===== config.mk =====
export PLATFORM = sky130hd
export DESIGN_NAME = bp_be_pipe_fp_misc
export DESIGN_NICKNAME = d
export VERILOG_FILES = /design/src/rtl/bp_be_pipe_fp_misc.sv
export SDC_FILE = /design/constraint.sdc
export NUM_CORES = 1
export LEC_CHECK = 0
export CORE_MARGIN = 2
export CORE_UTILIZATION = 45
export CTS_CLUSTER_DIAMETER = 150
export DETAILED_ROUTE_END_ITERATION = 6
export DONT_BUFFER_PORTS = 1
export PLACE_DENSITY = 0.57
export SKIP_LAST_GASP = 1
export SYNTH_ARGS = -nofsm -noshare
export SYNTH_HDL_FRONTEND = slang
export SYNTH_SLANG_ARGS = --single-unit
export TNS_END_PERCENT = 100

===== constraint.sdc =====
create_clock -name clk_i -period 8.04 [get_ports clk_i]
set_clock_uncertainty 0.2 [all_clocks]
set_input_delay 1.608 -clock clk_i [delete_from_list [all_inputs] [get_ports clk_i]]
set_output_delay 1.608 -clock clk_i [all_outputs]
set_load 0.01 [all_outputs]

===== src/rtl/bp_be_pipe_fp_misc.sv =====
// Floating-point "misc" pipe: sign injection, min/max, compares, classify and
// raw moves for single (NaN-boxed) and double operands. Every op returns its
// result and flags exactly latency_p cycles after issue.
//
// Ports:
//   clk_i, reset_i      clock, synchronous active-high reset
//   v_i                 issue valid (no backpressure)
//   op_i                0 FSGNJ, 1 FSGNJN, 2 FSGNJX, 3 FMIN, 4 FMAX, 5 FEQ, 6 FLT,
//                       7 FLE, 8 FCLASS, 9 FMV.X, 10 FMV.F, 11-15 reserved (zero)
//   fmt_i               0 single, 1 double
//   rs1_i, rs2_i        source operands
//   poison_i            drop the op issued this cycle
//   flush_i             drop every in-flight op and this cycle's issue
//   v_o, result_o       result valid / result (zero while v_o is low)
//   fflags_o            {NV,DZ,OF,UF,NX}; only NV is ever set
module bp_be_pipe_fp_misc #(
  parameter int unsigned latency_p     = 2,  // legal range 1..4
  parameter int unsigned dword_width_p = 64
) (
  input  logic                     clk_i,
  input  logic                     reset_i,
  input  logic                     v_i,
  input  logic [3:0]               op_i,
  input  logic                     fmt_i,
  input  logic [dword_width_p-1:0] rs1_i,
  input  logic [dword_width_p-1:0] rs2_i,
  input  logic                     poison_i,
  input  logic                     flush_i,
  output logic                     v_o,
  output logic [dword_width_p-1:0] result_o,
  output logic [4:0]               fflags_o
);

  // Operand in a format-neutral shape: sign plus magnitude bits (single
  // magnitudes are zero-extended so one comparator serves both formats).
  typedef struct packed {
    logic        sign;
    logic [62:0] mag;
    logic        inf;
    logic        zero;
    logic        sub;
    logic        norm;
    logic        snan;
    logic        qnan;
  } fp_op_t;

  function automatic fp_op_t decode(input logic fmt, input logic [63:0] rs);
    fp_op_t      o;
    logic [31:0] s;
    logic        exp_ones;
    logic        exp_zero;
    logic        man_zero;
    logic        quiet;
    // A single operand without a valid NaN box reads as the canonical qNaN.
    s = (rs[63:32] == 32'hFFFF_FFFF) ? rs[31:0] : 32'h7FC0_0000;
    if (fmt) begin
      o.sign   = rs[63];
      o.mag    = rs[62:0];
      exp_ones = &rs[62:52];
      exp_zero = ~|rs[62:52];
      man_zero = ~|rs[51:0];
      quiet    = rs[51];
    end else begin
      o.sign   = s[31];
      o.mag    = {32'b0, s[30:0]};
      exp_ones = &s[30:23];
      exp_zero = ~|s[30:23];
      man_zero = ~|s[22:0];
      quiet    = s[22];
    end
    o.inf  = exp_ones & man_zero;
    o.zero = exp_zero & man_zero;
    o.sub  = exp_zero & ~man_zero;
    o.norm = ~exp_ones & ~exp_zero;
    o.snan = exp_ones & ~man_zero & ~quiet;
    o.qnan = exp_ones & quiet;
    return o;
  endfunction

  function automatic logic [63:0] box(input logic fmt, input logic sign, input logic [62:0] mag);
    return fmt ? {sign, mag} : {32'hFFFF_FFFF, sign, mag[30:0]};
  endfunction

  fp_op_t                   a, b;
  logic                     a_nan, b_nan, any_nan, any_snan;
  logic                     lt_raw, eq;
  logic                     issue;
  logic [dword_width_p-1:0] res;
  logic                     nv;

  always_comb begin
    a        = decode(fmt_i, rs1_i);
    b        = decode(fmt_i, rs2_i);
    a_nan    = a.snan | a.qnan;
    b_nan    = b.snan | b.qnan;
    any_nan  = a_nan | b_nan;
    any_snan = a.snan | b.snan;
    // Total order on non-NaN values with -0 below +0; FLT masks the zero pair.
    lt_raw   = (a.sign != b.sign) ? a.sign
             : (a.sign ? (a.mag > b.mag) : (a.mag < b.mag));
    eq       = (a.zero & b.zero) | ({a.sign, a.mag} == {b.sign, b.mag});
    res      = '0;
    nv       = 1'b0;
    case (op_i)
      4'd0: res = box(fmt_i, b.sign, a.mag);
      4'd1: res = box(fmt_i, ~b.sign, a.mag);
      4'd2: res = box(fmt_i, a.sign ^ b.sign, a.mag);
      4'd3, 4'd4: begin
        nv = any_snan;
        if (a_nan & b_nan) begin
          res = fmt_i ? 64'h7FF8_0000_0000_0000 : 64'hFFFF_FFFF_7FC0_0000;
        end else if (a_nan) begin
          res = box(fmt_i, b.sign, b.mag);
        end else if (b_nan) begin
          res = box(fmt_i, a.sign, a.mag);
        end else if (lt_raw ^ (op_i == 4'd4)) begin
          res = box(fmt_i, a.sign, a.mag);
        end else begin
          res = box(fmt_i, b.sign, b.mag);
        end
      end
      4'd5: begin
        nv  = any_snan;
        res = {63'b0, ~any_nan & eq};
      end
      4'd6: begin
        nv  = any_nan;
        res = {63'b0, ~any_nan & lt_raw & ~(a.zero & b.zero)};
      end
      4'd7: begin
        nv  = any_nan;
        res = {63'b0, ~any_nan & (lt_raw | eq)};
      end
      4'd8: res = {54'b0, a.qnan, a.snan,
                   ~a.sign & a.inf, ~a.sign & a.norm, ~a.sign & a.sub, ~a.sign & a.zero,
                   a.sign & a.zero, a.sign & a.sub, a.sign & a.norm, a.sign & a.inf};
      4'd9:  res = fmt_i ? rs1_i : {{32{rs1_i[31]}}, rs1_i[31:0]};
      4'd10: res = fmt_i ? rs1_i : {32'hFFFF_FFFF, rs1_i[31:0]};
      default: res = '0;
    endcase
  end

  assign issue = v_i & ~poison_i & ~flush_i;

  // Stage index 0 is the combinational result; index i+1 is register stage i.
  logic [latency_p-1:0]     valid_q;
  logic [dword_width_p-1:0] result_q [latency_p];
  logic [4:0]               fflags_q [latency_p];
  logic [latency_p:0]       stage_v;
  logic [dword_width_p-1:0] stage_r  [latency_p+1];
  logic [4:0]               stage_f  [latency_p+1];

  always_comb begin
    stage_v    = {valid_q, issue};
    stage_r[0] = res;
    stage_f[0] = {nv, 4'b0};
    for (int i = 0; i < latency_p; i++) begin
      stage_r[i+1] = result_q[i];
      stage_f[i+1] = fflags_q[i];
    end
  end

  always_ff @(posedge clk_i) begin
    if (reset_i) begin
      valid_q <= '0;
      for (int i = 0; i < latency_p; i++) begin
        result_q[i] <= '0;
        fflags_q[i] <= '0;
      end
    end else begin
      valid_q <= flush_i ? '0 : stage_v[latency_p-1:0];
      for (int i = 0; i < latency_p; i++) begin
        if (stage_v[i]) begin
          result_q[i] <= stage_r[i];
          fflags_q[i] <= stage_f[i];
        end
      end
    end
  end

  assign v_o      = stage_v[latency_p];
  assign result_o = v_o ? stage_r[latency_p] : '0;
  assign fflags_o = v_o ? stage_f[latency_p] : '0;

endmodule


* Word-level counts from Yosys, hierarchy flattened
Memories as Yosys holds them, arrays and structs flattened. Index checks and enable logic that the tools add are counted.
Storage, ports and cells: memories 2, bits in registers 2, word-level logic and storage cells 137, bits in writable memories 138, output and inout port bits 70, input bits 138
Operators by class: equal/unequal tests 14, bitwise gates (word level) 51, reduce and logical (&&, ||, !) cells 25, multiplexer cells 42, magnitude comparators 2
Memory list:
- result_q | words 2, width 64, read ports 2, clocked after memory_dff 0, wr ports 2, RTL line 147 | logic [dword_width_p-1:0] result_q [latency_p];
- fflags_q | words 2, width 5, read ports 2, clocked after memory_dff 0, wr ports 2, RTL line 148 | logic [4:0] fflags_q [latency_p];
Operators by type and width (number):
- 64-bit 2-to-1 mux | 17
- 64-bit case mux with 10 select lines | 1
- 52-bit OR reduction | 2
- 32-bit == test, second input constant | 2
- 64-bit == test | 1
- 32-bit 2-to-1 mux | 2
- 63-bit > comparator | 1
- 63-bit < comparator | 1
- 23-bit OR reduction | 2
- 1-bit AND | 27
- 11-bit AND reduction | 2
- 11-bit OR reduction | 2
- 1-bit 2-to-1 mux | 18
- 4-bit by 3-bit == test with 1-bit output, second input constant | 4
- 8-bit AND reduction | 2
- 8-bit OR reduction | 2
- 5-bit 2-to-1 mux | 3
- 4-bit == test, second input constant | 3
- 1-bit NOT | 12
- 1-bit bitwise OR | 10
- 4-bit by 2-bit == test with 1-bit output, second input constant | 2
- 1-bit logical NOT | 8
- 2-bit OR reduction | 3
- 4-bit by 1-bit == test with 1-bit output, second input constant | 1
- 5 further kinds | 6

* Depth between registers and ports, before layout
word-level depth 15, mapped depth 22, depth with buffers taken out 17

* Least setup slack after synthesis
OpenSTA, ideal clock, no wires.
path type input port to flip-flop, start point input rs2_i[47], end point memory result_q[0][22], data pin, arrival 5.831 ns, data required time 7.579 ns, cell stages on the path 20, path buffers 4, setup slack 1.749 ns, setup time 0.261 ns, cell sequence nand4_1 nor4_4 a21o_1 buf_2 clkbuf_1 buf_1 nand2_1 ha_1 nand2_1 a211oi_1 or3_1 or2_1 a311oi_2 mux2i_1 nand3b_1 o211ai_1 nand3_2 and3_1 buf_6 a221o_1
RTL lines:
- start, declared | RTL line 26 | input logic [dword_width_p-1:0] rs2_i,
- end, declared | RTL line 147

==> flow_summary.toml <==
[outcome]
status = "completed"

[pwr]
p_seq_share_pct = 44.0
switching_power_mw = 0.474
internal_power_mw = 1.34
vdd_ir_drop_max_uv = 101
p_leak_nw = 3.97
power_frac_clock_pct = 42.9
powerDensity_nw_per_um2 = 170
comb_power_share_pct = 13.1
switching_share_pct = 26.1

[yosys]
synth_top_area_cell = "edfxtp_1"
yosysUniqueCellTypes = 77
synth_xor_area_share_pct = 0.352
synth_top_family_by_area = "simple AND/OR/NAND/NOR gates"
synth_area_per_cell_um2 = 8.92
synth-main-ff-cell = "edfxtp_1"
ys_async_sr_fraction_pct = 0
synth_top_area_share_pct = 39.3
synth_area_leaders = "edfxtp_1 39%, ha_1 7.3%, and2_1 6.0%, nor2b_1 4.5%, nand2_1 4.0%"
synthMuxAreaShare_pct = 0.315
netlist_area_um2 = 9940
synth_compound_area_share_pct = 16.5
synth_seq_cells = 132
synth-edff-count = 130
netlist_instances = 1115
yosysWarningCount = 0
synth_fa_ha_area_share_pct = 7.40
ys_seq_area_share_pct = 39.7
yosys.area_share.simple_pct = 31.1

[clock_tree]
path_clk_slew_ns = 0.06
cts_buffers = 17
clock_sinks = 132
root_buffer = "clkbuf_16"
post_cts_resized = 0
cts_setup_buffers = 0
cts_tree = "yes"
clock_latency_ns = 0.43
cts_max_level = 4
postCtsHoldBufs = 0
cts_buffer_depth = 2

[worst_setup_path]
rr_worst_depth = 7
critPathMaxFanout = 14
cp_slowest_cell = "a21oi_1"
start_kind = "input pin"
r2r-end = "result_q[0][3]"
worstPathArrival_ns = 6.52
critPathBufInv = 1
path_cells = "nand4_1 -> nor4_2 -> a21o_1 -> buf_4 -> nand2b_1 -> ha_1 -> nand3_1 -> nor4_1 -> and3_1 -> o31ai_1 -> a21oi_1 -> nand3_1 -> o21ai_0 -> o211ai_1 -> and3_1 -> a21oi_1 -> o221ai_1"
r2r-start = "valid_q[0]"
end_kind = "register"
ff2ff_setup_slack_ns = 4.77
slowest_delay_ns = 0.68
crit_type = "in -> reg"
endpoint = "result_q[0][54]"
worst_ep_required_time_ns = 7.95
cp.depth = 17
crit_family = "compound AO/OA/AOI/OAI gates"
startpoint = "rs1_i[47]"

[place]
dp_hpwl_mm = 24.7
routabilityCongestion = 0.971
portBuffers = 0
dp_slack_ns = 1.12

[die]
rows = 54
die_x_um = 153
die_y_um = 153
die_area_um2 = 23300
start_util_pct = 45.7
core_area_um2 = 21800
ioPinCount = 208

[global_route]
grt-ovfl-total = 0
grt_pass1_wl_mm = 48.8
grt_max_degree = 84
antenna_found_initial = 0
grt_use_total_pct = 27.1
grt_pass1_vias = 8041

[detailed_routing]
drt-pass1-iter-count = 5
routed_wl_mm = 32.1
detail-route-antenna-nets = 0
drc_errors = 0
vias = 8572
vias_per_cell = 6.24
drtIter0Drc = 786
wl_per_cell_um = 23.4

[timing]
worst_slew_pin_slew_ns = 1.05
slew_headroom_pct = 30.1
fin_crit_sh_pct = 82.2
fin_crit_ns = 6.61
hold_violations = 0
max_freq_mhz = 151
setup_slack_ns = 1.43
whs_ns = 0.328
rsz0062_at_grt = "false"
setup_tns_ns = 0
slew_viol_final = 0
setup_violations = 0

[run]
maxCapViolCount = 0

[cells_and_area]
syn_to_final_growth_pct = 7.74
regArea_um2 = 3940
finalCoreUtilization_pct = 49.2
fillers = 2062
multiInputGateArea_um2 = 5570
drive_gt1_share_pct = 6.67
antenna_cells = 0
nets = 1277

[worst_hold_path]
holdCritPathClass = "reg -> reg"
-- cell families (layout without fill, tap and decap cells) --
group,after synthesis,after routing
and+or+nand+nor,557,557
adders and majority gates,59,59
xor gates and xnor gates,4,4
AOI/OAI and AO/OA,248,248
other,1,4
DFF,132,132
muxes,3,3
buffers and inverters,111,87
-- routing by layer --
| layer | up-vias | share of wire (%) | GRT usage, % |
|---|---|---|---|
| met4 | 0 | 2.3 | 7.89 |
| met1 | 4077 | 46 | 39.6 |
| met3 | 38 | 10 | 8.13 |
| met5 | - | 0 | 0 |
| li1 | 4058 | - | - |
| met2 | 399 | 42 | 38.9 |
-- sequential cells by signal, indices dropped and copies added, names as in the netlist --
register,count
result_q,128
fflags_q,2
valid_q,2
-- Yosys cell counts (15+ instances only) --
cell      instances
or2_0            15
nand4_1          39
nand2b_1         16
nand3_1          27
o22ai_1          25
nor2b_1          72
nand2_1         105
and2_1           95
ha_1             58
a21oi_1          75
o21ai_0          42
inv_1            42
nor2_1           72
edfxtp_1        130
nor4_1           34
clkbuf_1         46
nor3_1           18
-- power by group through the flow --
stage               Combinational (mW)  Clock (mW)  Sequential [mW]
floorplan                        0.189           0            0.808
global placement                 0.235           0            0.814
detailed placement               0.235           0            0.814
CTS                              0.236       0.792            0.800
global route                     0.267       0.819            0.803
finish                           0.238       0.779            0.800
-- per-stage QoR --
step	total power, mW	area (um^2)	std cells
global route	1.89	10700	1374
floorplan	0.997	9960	1118
global placement	1.05	10100	1342
finish	1.82	10700	1374
CTS	1.83	10700	1374
detailed placement	1.05	10100	1342
-- worst min-delay path by stage --
stage	to	cells past startpoint	slack, ns	startpoint
floorplan	valid_q[1]	1	0.26	valid_q[0]
global placement	result_q[0][113]	1	0.31	result_q[0][49]
detailed placement	result_q[0][83]	1	0.32	result_q[0][19]
CTS	result_q[0][79]	1	0.33	result_q[0][15]
global route	result_q[0][109]	1	0.35	result_q[0][45]
finish	result_q[0][113]	1	0.33	result_q[0][49]
-- final cells by class --
type | count | area share, %
Multi-Input combinational cell | 875 | 52.0
Sequential cell | 132 | 36.8
Inverter | 42 | 1.47
Timing Repair Buffer | 13 | 0.911
Clock inverter | 14 | 1.55
Clock buffer | 18 | 4.01
Tap cell | 280 | 3.27
-- layout by cell type, fill, tap and decap left out, types with 39 or more instances in the layout --
| cell type | synthesis | final |
|---|---|---|
| nor2b_1 | 72 | 72 |
| o21ai_0 | 42 | 42 |
| and2_1 | 95 | 95 |
| nand2_1 | 105 | 105 |
| nor2_1 | 72 | 72 |
| a21oi_1 | 75 | 73 |
| inv_1 | 42 | 42 |
| ha_1 | 58 | 58 |
| edfxtp_1 | 130 | 130 |
| nand4_1 | 39 | 39 |
No activity file was read; power rests on OpenSTA's default activity.
